===== config.mk =====
export PLATFORM = sky130hd
export DESIGN_NAME = uart_pw_check
export DESIGN_NICKNAME = d
export VERILOG_FILES = /design/src/rtl/uart_pw_check.sv
export SDC_FILE = /design/constraint.sdc
export NUM_CORES = 1
export LEC_CHECK = 0
export CORE_MARGIN = 2
export CORE_UTILIZATION = 50
export DETAILED_ROUTE_END_ITERATION = 10
export PLACE_DENSITY = 0.69
export SLEW_MARGIN = 20
export SYNTH_ARGS = -nofsm -noshare
export SYNTH_HDL_FRONTEND = slang
export SYNTH_SLANG_ARGS = --single-unit
export TNS_END_PERCENT = 1

===== constraint.sdc =====
create_clock -name clk_12 -period 2.6 [get_ports clk_12]
set_clock_uncertainty 0.15 [all_clocks]
set_input_delay 0.39 -clock clk_12 [delete_from_list [all_inputs] [get_ports clk_12]]
set_output_delay 0.39 -clock clk_12 [all_outputs]
set_load 0.01 [all_outputs]

===== src/rtl/uart_pw_check.sv =====
// UART (8N1) receiver feeding an 8-byte password checker.
// Drives active-low LEDs: green = unlocked (sticky), red = last attempt failed.
module uart_pw_check #(
   parameter int unsigned CLK_HZ   = 12000000,
   parameter int unsigned BAUD     = 115200,
   parameter logic [63:0] PASSWORD = 64'h3231656d6b636168,
   parameter int unsigned GAP_BITS = 20
) (
   input  logic       clk_12,
   input  logic       reset_n,
   input  logic       uart,
   output logic [7:0] rx_data,
   output logic       rx_valid,
   output logic       frame_err,
   output logic       led_green,
   output logic       led_red
);

   localparam int unsigned BAUD_P  = CLK_HZ / BAUD;
   localparam int unsigned HALF_P  = BAUD_P / 2;
   localparam int unsigned CNT_W   = (BAUD_P > 2) ? $clog2(BAUD_P) : 1;
   localparam int unsigned GAP_LIM = GAP_BITS * BAUD_P;
   localparam int unsigned GAP_W   = (GAP_LIM > 2) ? $clog2(GAP_LIM) : 1;

   localparam logic [1:0] S_IDLE  = 2'd0;
   localparam logic [1:0] S_START = 2'd1;
   localparam logic [1:0] S_DATA  = 2'd2;
   localparam logic [1:0] S_STOP  = 2'd3;

   logic [1:0]       sync_q, sync_d;
   logic             line_prev_q, line_prev_d;
   logic [1:0]       state_q, state_d;
   logic [CNT_W-1:0] cnt_q, cnt_d;
   logic [2:0]       bit_q, bit_d;
   logic [7:0]       shift_q, shift_d;
   logic [7:0]       rx_data_q, rx_data_d;
   logic             rx_valid_q, rx_valid_d;
   logic             frame_err_q, frame_err_d;
   logic [2:0]       char_idx_q, char_idx_d;
   logic             match_q, match_d;
   logic [GAP_W-1:0] gap_q, gap_d;
   logic             led_green_q, led_green_d;
   logic             led_red_q, led_red_d;

   logic             line;
   logic             start_edge;
   logic             cnt_wrap;
   logic [CNT_W-1:0] cnt_inc;
   logic [7:0]       pw_byte;
   logic             match_now;
   logic             gap_run;
   logic             gap_hit;

   assign line        = sync_q[1];
   assign sync_d      = {sync_q[0], uart};
   assign line_prev_d = line;
   assign start_edge  = line_prev_q & ~line;
   assign cnt_wrap    = (cnt_q == CNT_W'(BAUD_P - 1));
   assign cnt_inc     = cnt_wrap ? '0 : cnt_q + CNT_W'(1);

   // Receiver: next state, bit shifting and framing result
   always_comb begin
      state_d     = state_q;
      cnt_d       = cnt_q;
      bit_d       = bit_q;
      shift_d     = shift_q;
      rx_data_d   = rx_data_q;
      rx_valid_d  = 1'b0;
      frame_err_d = 1'b0;
      case (state_q)
         S_IDLE: begin
            if (start_edge) begin
               state_d = S_START;
               cnt_d   = '0;
            end
         end
         S_START: begin
            if (cnt_q == CNT_W'(HALF_P)) begin
               cnt_d = '0;
               bit_d = '0;
               state_d = line ? S_IDLE : S_DATA;
            end else begin
               cnt_d = cnt_inc;
            end
         end
         S_DATA: begin
            cnt_d = cnt_inc;
            if (cnt_wrap) begin
               shift_d = {line, shift_q[7:1]};
               bit_d   = bit_q + 3'd1;
               if (bit_q == 3'd7) begin
                  state_d = S_STOP;
               end
            end
         end
         S_STOP: begin
            cnt_d = cnt_inc;
            if (cnt_wrap) begin
               state_d = S_IDLE;
               if (line) begin
                  rx_valid_d = 1'b1;
                  rx_data_d  = shift_q;
               end else begin
                  frame_err_d = 1'b1;
               end
            end
         end
         default: state_d = S_IDLE;
      endcase
   end

   assign pw_byte   = PASSWORD[{char_idx_q, 3'b000} +: 8];
   assign match_now = ((char_idx_q == 3'd0) ? 1'b1 : match_q) & (rx_data_q == pw_byte);
   assign gap_run   = (state_q == S_IDLE) && (char_idx_q != 3'd0);
   assign gap_hit   = gap_run && (gap_q == GAP_W'(GAP_LIM - 1));

   // Password checker; a received byte always wins over the idle timeout
   always_comb begin
      char_idx_d  = char_idx_q;
      match_d     = match_q;
      gap_d       = '0;
      led_green_d = led_green_q;
      led_red_d   = led_red_q;
      if (gap_run && !gap_hit) begin
         gap_d = gap_q + GAP_W'(1);
      end
      if (rx_valid_q) begin
         led_red_d = 1'b1;
         if (char_idx_q == 3'd7) begin
            char_idx_d = 3'd0;
            match_d    = 1'b1;
            if (match_now) begin
               led_green_d = 1'b0;
            end else begin
               led_red_d = 1'b0;
            end
         end else begin
            char_idx_d = char_idx_q + 3'd1;
            match_d    = match_now;
         end
      end else if (frame_err_q || gap_hit) begin
         char_idx_d = 3'd0;
         match_d    = 1'b1;
      end
   end

   always_ff @(posedge clk_12 or negedge reset_n) begin
      if (!reset_n) begin
         sync_q      <= 2'b11;
         line_prev_q <= 1'b1;
         state_q     <= S_IDLE;
         cnt_q       <= '0;
         bit_q       <= '0;
         shift_q     <= '0;
         rx_data_q   <= '0;
         rx_valid_q  <= 1'b0;
         frame_err_q <= 1'b0;
         char_idx_q  <= '0;
         match_q     <= 1'b1;
         gap_q       <= '0;
         led_green_q <= 1'b1;
         led_red_q   <= 1'b1;
      end else begin
         sync_q      <= sync_d;
         line_prev_q <= line_prev_d;
         state_q     <= state_d;
         cnt_q       <= cnt_d;
         bit_q       <= bit_d;
         shift_q     <= shift_d;
         rx_data_q   <= rx_data_d;
         rx_valid_q  <= rx_valid_d;
         frame_err_q <= frame_err_d;
         char_idx_q  <= char_idx_d;
         match_q     <= match_d;
         gap_q       <= gap_d;
         led_green_q <= led_green_d;
         led_red_q   <= led_red_d;
      end
   end

   assign rx_data   = rx_data_q;
   assign rx_valid  = rx_valid_q;
   assign frame_err = frame_err_q;
   assign led_green = led_green_q;
   assign led_red   = led_red_q;

endmodule


# ---- Word level (Yosys, flattened, before mapping)
# Index checks and enable logic that the tools add are counted.
dict set report totals {
  mem_bits_ro 0
  out_inout_bits 12
  ff_bits 51
  ramBits 0
  wordCells 82
  latchBits 0
  inputBits 3
  mem_count 0
}
dict set report op_classes {
  shifts 1
  multipliers 0
  n_lt_le_gt_ge 0
  bitwise_logic 3
  addsub 4
  div 0
  reduce_logical 16
  eq_ne 14
  mux 30
}
# operator n
set op_table {}
lappend op_table {{$shiftx 64x7->8 const A} 1}
lappend op_table {{$mux 7} 3}
lappend op_table {{$pmux 7 s3} 1}
lappend op_table {{$mux 3} 5}
lappend op_table {{$add 12x1->12 const B} 1}
lappend op_table {{$eq 12x12->1 const B} 1}
lappend op_table {{$mux 1} 12}
lappend op_table {{$mux 12} 1}
lappend op_table {{$mux 2} 6}
lappend op_table {{$ne 2x2->1 const B} 5}
lappend op_table {{$reduce_and 3->1} 3}
lappend op_table {{$eq 8x8->1} 1}
lappend op_table {{$pmux 2 s4} 1}
lappend op_table {{$add 7x1->7 const B} 1}
lappend op_table {{$eq 7x6->1 const B} 1}
lappend op_table {{$eq 7x7->1 const B} 1}
lappend op_table {{$add 3x1->3 const B} 2}
lappend op_table {{$eq 3x3->1 const B} 2}
lappend op_table {{$pmux 3 s2} 1}
lappend op_table {{$reduce_and 5->1} 1}
lappend op_table {{$eq 2x2->1 const B} 2}
lappend op_table {{$reduce_bool 2->1} 2}
lappend op_table {{$logic_and 1x1->1} 3}
lappend op_table {{$logic_not 3->1} 1}
lappend op_table {{other kinds (9)} 10}

# ---- Longest topological paths before layout
# Gate-level depths: netlist of the first run.
dict set report logic_depth {
  ltp_word 6
  ltp_mapped 6
}

# ---- Worst setup path after synthesis of the first run
# OpenSTA, ideal clock, no wires.
dict set report synth_timing {
  kind {flip-flop to flip-flop}
  from {reg cnt_q[0]}
  to {reg shift_q[0]}
  slack_ns 0.728
  required_ns 2.325
  n_path_buf 1
  stages_incl_launch_ff 7
  arrival_ns 1.596
  period_less_slack_ns 1.872
  setup_time_ns 0.125
  cell_sequence {dfrtp_1 > ha_1 > nand2_1 > nor4_4 > and2_4 > buf_12 > mux2_4}
}
dict set report synth_between {
  elab_chain_cells 2
}
# item line
set synth_rtl {}
lappend synth_rtl {{start, declared} 33} ;# logic [CNT_W-1:0] cnt_q, cnt_d;
lappend synth_rtl {{start signal, assigned} 167} ;# cnt_q <= cnt_d;
lappend synth_rtl {{$eq 7x7->1} 58} ;# assign cnt_wrap = (cnt_q == CNT_W'(BAUD_P - 1));
lappend synth_rtl {{$reduce_and 2->1 (no line)} --}
lappend synth_rtl {{end signal, assigned} 169} ;# shift_q <= shift_d;
lappend synth_rtl {{end, declared} 35} ;# logic [7:0] shift_q, shift_d;
# Every way passes these cells.
# A chain may end at the register's enable or synchronous reset.

# ---- Worst setup path in the final report of the first run
dict set report layout_timing {
  from {reg char_idx_q[1]}
  to {reg led_green_q, in the netlist led_green}
}
dict set report layout_between {
  elab_chain_cells 4
  word_cells_on_any_way 7
  cone_classes {eq/ne: 2; shift: 1; mux: 1; bitwise: 1; reduce/logical: 2}
}
# item line
set layout_rtl {}
lappend layout_rtl {{start, declared} 39} ;# logic [2:0] char_idx_q, char_idx_d;
lappend layout_rtl {{start signal, assigned} 173} ;# char_idx_q <= char_idx_d;
lappend layout_rtl {{$shiftx 64x7->8 / $logic_not 3->1 (equally long branches)} {112, 113}}
lappend layout_rtl {{$eq 8x8->1 / $mux 1 (equally long branches)} 113} ;# assign match_now = ((char_idx_q == 3'd0) ? 1'b1 : match_q) & (rx_data_q == pw_byte);
lappend layout_rtl {{$and 1x1->1} 113}
lappend layout_rtl {{$reduce_and 3->1 (no line) (*)} --}
lappend layout_rtl {{end signal, assigned} 176} ;# led_green_q <= led_green_d;
lappend layout_rtl {{end, declared} 42} ;# logic led_green_q, led_green_d;
# Every way passes the cells marked *; elsewhere a longest branch is shown, timed or not.

==> impl_metrics.env, run 1 <==
export IMPL_r2r_setup_slack_ps=500
export IMPL_path_clk_slew_ps=90
export IMPL_status="complete, no violations"
export IMPL_synth_seq_area_share=0.497
export IMPL_multiInputGateArea_um2=1180
export IMPL_comb_power_share=0.164
export IMPL_synth_cell_types=53
export IMPL_path_class="register to register"
export IMPL_synth_edf_count=0
export IMPL_cts_hold_buf=0
export IMPL_final_common_cell="dfrtp_1"
export IMPL_cts_buffers=5
export IMPL_tightest_slew_ps=889
export IMPL_syn_cell_area_um2=2580
export IMPL_dp_cells=313
export IMPL_clockPowerShare=0.338
export IMPL_viasPerCell=5.35
export IMPL_drtAntennaViolNets=0
export IMPL_h_tree_depth=2
export IMPL_synthSimpleGateAreaFrac=0.161
export IMPL_avgSynthCellArea_um2=11.1
export IMPL_drive_above_1_share=0.171
export IMPL_instances_no_fill=321
export IMPL_dp_hpwl_um=3340
export IMPL_sw_frac_of_total=0.284
export IMPL_slew_violations=0
export IMPL_row_count=26
export IMPL_grt_pass1_vias=1666
export IMPL_synthArstFlopShare=1.00
export IMPL_rsz0062_at_grt="no"
export IMPL_start_util=0.512
export IMPL_cts_tree="done"
export IMPL_placed_cell_area_um2=2780
export IMPL_hold_viol=0
export IMPL_p_int_mw=1.37
export IMPL_gp_congestion=0.863
export IMPL_seq_area_um2=1280
export IMPL_period_needed_ps=2100
export IMPL_maxCapViolCount=0
export IMPL_p_leak_nw=1.26
export IMPL_synth_fa_ha_area_frac=0.0388
export IMPL_switchingPower_uw=546
export IMPL_p_per_area_nw_per_um2=660
export IMPL_stdcell_area_um2=2910
export IMPL_drc=0
export IMPL_layout_common_cells="dfrtp_1 (45), nor2_1 (21), inv_1 (19)"
export IMPL_hold_worst_slack_ps=59.4
export IMPL_synth_top_family_by_area="simple AND/OR/NAND/NOR gates"
export IMPL_area_growth_pct=12.8
export IMPL_cts_resized=0
export IMPL_clockBufferDepth=2
export IMPL_synthFlopType="dfrtp_1"
export IMPL_grt_max_degree=42
export IMPL_vias=1716
export IMPL_design_die_area_um2=5760
export IMPL_clock_sinks=51
export IMPL_initialDrtViolationCount=83
export IMPL_fin_setup_tns_ps=0
export IMPL_die_h_um=75.9
export IMPL_pwr_share_seq=0.497
export IMPL_hold_class="primary input to asynchronous set/reset pin"
export IMPL_synth_cells=232
export IMPL_fin_crit_sh=0.807
export IMPL_die_w_um=75.9
export IMPL_coreArea_um2=5040
export IMPL_cts_root_buf="clkbuf_8"
export IMPL_cp_max_fo=7
export IMPL_wl_per_cell_um=14.4
export IMPL_startpoint_type="register"
export IMPL_grt_use_total=0.177
export IMPL_synth_xor_area_frac=0.0339
export IMPL_first_pass_iters=4
export IMPL_grt_pass1_wl_um=7780
export IMPL_setup_viol=0
export IMPL_synth_compound_area_frac=0.136
export IMPL_clk_latency_ps=300
export IMPL_io_pins=15
export IMPL_relSlewSlack=0.408
export IMPL_vdd_drop_max_uv=459
export IMPL_io_buffers=14
export IMPL_ys_warn_count=0
export IMPL_crit_path_end_kind="register"
export IMPL_diodes=0
export IMPL_fillCellCount=427
export IMPL_ys_seq_elements=51
export IMPL_crit_arrival_ps=2180
export IMPL_synth_mux_area_frac=0.0858
export IMPL_overflow=0
export IMPL_cp_required_ps=2680
export IMPL_routed_wl_um=4610
export IMPL_antenna_found_initial=0
export IMPL_num_nets_final=261
export IMPL_cts_setup_buffers=0
export IMPL_synth_nets=243
export IMPL_maxClockFrequency_mhz=477
[sequential cells by signal, summed over array words and instances (netlist names), named ones only]
signal       count
state_q          1
rx_valid         1
shift_q          8
bit_q            3
rx_data          8
led_green        1
match_q          1
frame_err        1
cnt_q            7
led_red          1
gap_q           12
line_prev_q      1
sync_q           2
char_idx_q       3
[power groups by stage]
stage          registers, mW  logic (mW)  clock network, mW
2_1_floorplan          0.934       0.274                  0
3_3_place_gp           0.970       0.309                  0
3_5_place_dp           0.971       0.322                  0
4_1_cts                0.957       0.322              0.662
5_1_grt                0.971       0.364              0.692
6_report               0.956       0.316              0.650
[layout make-up]
type                            count  area share
Clock inverter                      3      0.0232
Tap cell                           70      0.0301
Timing Repair Buffer               17      0.0541
Clock buffer                        5      0.0236
Inverter                           19      0.0245
Multi-Input combinational cell    156       0.404
Sequential cell                    51       0.441
[through the flow]
stage / util / total power [mW] / setup slack (ps)
floorplan: - / 1.21 / 728
global placement: 0.551 / 1.28 / 517
detailed placement: 0.551 / 1.29 / 521
CTS: 0.578 / 1.94 / 504
global route: 0.578 / 2.03 / 299
finish: 0.578 / 1.92 / 501
[metal layers]
metal	vias to the layer above	global-route usage	share of wire
li1	861	-	-
met1	840	0.257	0.50
met2	13	0.270	0.48
met3	2	0.0357	0.023
met4	0	0.0468	0.0059
met5	-	0	0
[final timing paths]
check                                    from    endpoint  depth (start not counted)
worst max-delay path            char_idx_q[1]   led_green                          6
min in group clk_12                 sync_q[0]   sync_q[1]                          0
worst max register to register  char_idx_q[1]   led_green                          6
worst min register to register      sync_q[0]   sync_q[1]                          0
max in group asynchronous             reset_n  rx_data[0]                          2
worst min-delay path                  reset_n    gap_q[5]                          1
[cells in the mapped netlist (2+ instances only)]
cell type	n	area, um^2
a2111oi_0	2	17.5
a211oi_1	5	37.5
a21o_1	3	22.5
a21oi_1	6	30.0
a221oi_1	2	17.5
a22o_1	2	17.5
and2_1	2	12.5
and4_1	2	17.5
buf_2	2	10.0
clkbuf_1	2	7.51
dfrtp_1	45	1130
dfstp_2	6	158
ha_1	8	100
inv_1	19	71.3
mux2_2	9	101
mux2_4	8	120
nand2_1	16	60.1
nand2b_1	2	12.5
nand2b_4	2	27.5
nand3_1	8	40.0
nand4_1	3	18.8
nor2_1	21	78.8
nor2b_1	2	12.5
nor3_1	5	25.0
o211ai_1	3	22.5
o21a_1	3	22.5
o21ai_0	10	50.1
xnor2_1	5	43.8
xor2_1	5	43.8
[cells by family after synthesis]
group                    Yosys count
adder cells (fa/ha/maj)            8
multiplexers                      17
XOR/XNOR                          10
AND/OR/NAND/NOR                   73
AO/OA/AOI/OAI                     48
flip-flops                        51
buffers and inverters             25
[worst max-delay path: stages, from the launching register on]
cell and delay, ps:
dfrtp_1 470, inv_1 110, ha_1 230, nor2b_1 140, a2111oi_0 340, o2111ai_1 250
o31a_1 330
Power figures use the tool's default switching activity.
==> run 2, diff against run 1 <==
clock period = 2 ns   (was 2.6 ns; I/O delays follow)
==> run 2 against run 1 <==
Against the previous run:
- design area is 2.3% higher
- sequential power is 30% higher
- flip-flop and latch count stayed put
- largest power group unchanged
- critical path depth down 1
- setup slack worse by 400 ps
- clock power fell by 9.5%
==> impl_metrics.env, run 2 (synthesis results as in run 1) <==
export IMPL_status="complete, no violations"
export IMPL_final_common_cell="dfrtp_1"
export IMPL_diodes=0
export IMPL_cp_slowest_stage_delay_ps=530
export IMPL_use_met2=0.254
export IMPL_io_buffers=14
export IMPL_slowest_stage="a2111oi_0"
export IMPL_drc=0
export IMPL_wl_per_cell_um=13.8
export IMPL_r2r_setup_slack_ps=100
export IMPL_comb_power_share=0.193
export IMPL_clockPowerShare=0.260
export IMPL_setup_viol=0
export IMPL_first_pass_iters=4
export IMPL_p_leak_nw=1.30
export IMPL_routed_wl_um=4570
export IMPL_clockBufferDepth=2
export IMPL_crit_arrival_ps=1970
export IMPL_rsz0062_at_grt="no"
export IMPL_slew_violations=0
export IMPL_overflow=0
export IMPL_io_pins=15
export IMPL_drtAntennaViolNets=0
export IMPL_period_needed_ps=1900
export IMPL_design_die_area_um2=5760
export IMPL_clock_sinks=51
export IMPL_seq_area_um2=1280
export IMPL_largest_register="gap_q"
export IMPL_critPathBufInv=0
export IMPL_vias=1818
export IMPL_met3_usage=0.0397
export IMPL_die_h_um=75.9
export IMPL_path_clk_slew_ps=100
export IMPL_cts_root_buf="clkbuf_8"
export IMPL_worstReg2RegEnd="match_q"
export IMPL_fillCellCount=453
export IMPL_layout_common_cells="dfrtp_1 (45), nor2_1 (21), inv_1 (19)"
export IMPL_min_from="sync_q[0]"
export IMPL_coreArea_um2=5040
export IMPL_switchingPower_uw=710
export IMPL_dp_cells=320
export IMPL_startpoint_type="register"
export IMPL_r2r_start="gap_q[0]"
export IMPL_vdd_drop_max_uv=562
export IMPL_cp_required_ps=2070
export IMPL_cts_tree="done"
export IMPL_viasPerCell=5.49
export IMPL_hold_viol=0
export IMPL_start_util=0.512
export IMPL_cp_max_fo=4
export IMPL_instances_no_fill=331
export IMPL_grt_max_degree=34
export IMPL_hold_worst_slack_ps=215
export IMPL_row_count=26
export IMPL_initialDrtViolationCount=77
export IMPL_grt_util_met1=0.248
export IMPL_cts_buffers=5
export IMPL_cp_cell_sequence="ha_1, and4_1, and3_1, a2111oi_0, a211oi_1"
export IMPL_h_tree_depth=2
export IMPL_maxClockFrequency_mhz=526
export IMPL_hold_class="register to register"
export IMPL_ff2ff_path_depth=5
export IMPL_p_per_area_nw_per_um2=759
export IMPL_drive_above_1_share=0.215
export IMPL_num_nets_final=271
export IMPL_busiest_layer="met2"
export IMPL_relSlewSlack=0.651
export IMPL_hold_path_depth=0
export IMPL_gp_congestion=0.771
export IMPL_sw_frac_of_total=0.314
export IMPL_grt_pass1_vias=1640
export IMPL_dp_hpwl_um=3260
export IMPL_grt_pass1_wl_um=7460
export IMPL_fin_setup_tns_ps=0
export IMPL_maxCapViolCount=0
export IMPL_largest_register_ffs=12
export IMPL_final_core_util=0.591
export IMPL_worstHoldEndpoint="sync_q[1]"
export IMPL_tightest_slew_ps=510
export IMPL_fin_crit_sh=0.951
export IMPL_pwr_share_seq=0.547
export IMPL_path_class="register to register"
export IMPL_die_w_um=75.9
export IMPL_crit_path_end_kind="register"
export IMPL_p_int_mw=1.55
export IMPL_multiInputGateArea_um2=1200
export IMPL_area_growth_pct=15.4
export IMPL_clk_latency_ps=310
export IMPL_cp_top_family="compound AO/OA/AOI/OAI gates"
export IMPL_grt_use_total=0.171
export IMPL_antenna_found_initial=0
==> run 2: cell type report <==
type / count / area share
clock inverter: 3 / 0.00672
tap: 70 / 0.0294
multi-input combinational: 156 / 0.403
sequential: 51 / 0.431
inverter: 19 / 0.0239
clock buffer: 5 / 0.0231
timing repair buffer: 27 / 0.0832
==> run 2: what timing repair did <==
| action | CTS | global route |
|---|---|---|
| hold buffers | 1 | 0 |
| buffers inserted | 0 | 2 |
| hold endpoints to repair | 15 | 0 |
| endpoints found under the setup margin | 0 | 18 |
| resized for setup | 0 | 5 |
==> run 2: stage by stage <==
| stage | power [mW] | cell area (um^2) | worst slack (ps) |
|---|---|---|---|
| after floorplan | 1.57 | 2580 | 128 |
| after global placement | 1.68 | 2840 | 69.0 |
| after detailed placement | 1.69 | 2840 | 52.9 |
| after CTS | 2.28 | 2940 | 45.6 |
| after global routing | 2.40 | 2980 | 7.08 |
| final | 2.26 | 2980 | 98.8 |
==> run 2: power by group through the flow <==
stage | Clock (mW) | Sequential (mW) | Combinational (mW)
after detailed placement | 0 | 1.25 | 0.435
after global placement | 0 | 1.25 | 0.426
after floorplan | 0 | 1.21 | 0.357
final | 0.588 | 1.24 | 0.437
after CTS | 0.605 | 1.23 | 0.439
after global routing | 0.645 | 1.25 | 0.501
==> run 2: how the worst max path moves through the flow <==
| stage | from | end | slack (ps) | cells after the start |
|---|---|---|---|---|
| 2_1_floorplan | cnt_q[0] | shift_q[0] | 130 | 6 |
| 3_3_place_gp | char_idx_q[1] | led_green | 70 | 6 |
| 3_5_place_dp | char_idx_q[1] | led_green | 50 | 6 |
| 4_1_cts | char_idx_q[1] | led_green | 50 | 6 |
| 5_1_grt | gap_q[0] | match_q | 7 | 5 |
| 6_report | gap_q[0] | match_q | 100 | 5 |
==> run 2: per-layer routing <==
layer  routed length (um)  share of wire  up-vias
li1                     -              -      882
met1                 2240           0.49      905
met2                 2150           0.47       24
met3                  121          0.026        7
met4                   54          0.012        0
met5                    0              0        -
==> run 2: worst register-to-register path, delay by kind of cell, from the launching register on <==
family,cells,cell delay [ps]
AOI/OAI and AO/OA,2,630
DFF,1,420
and+or+nand+nor,2,370
adders and majority gates,1,250
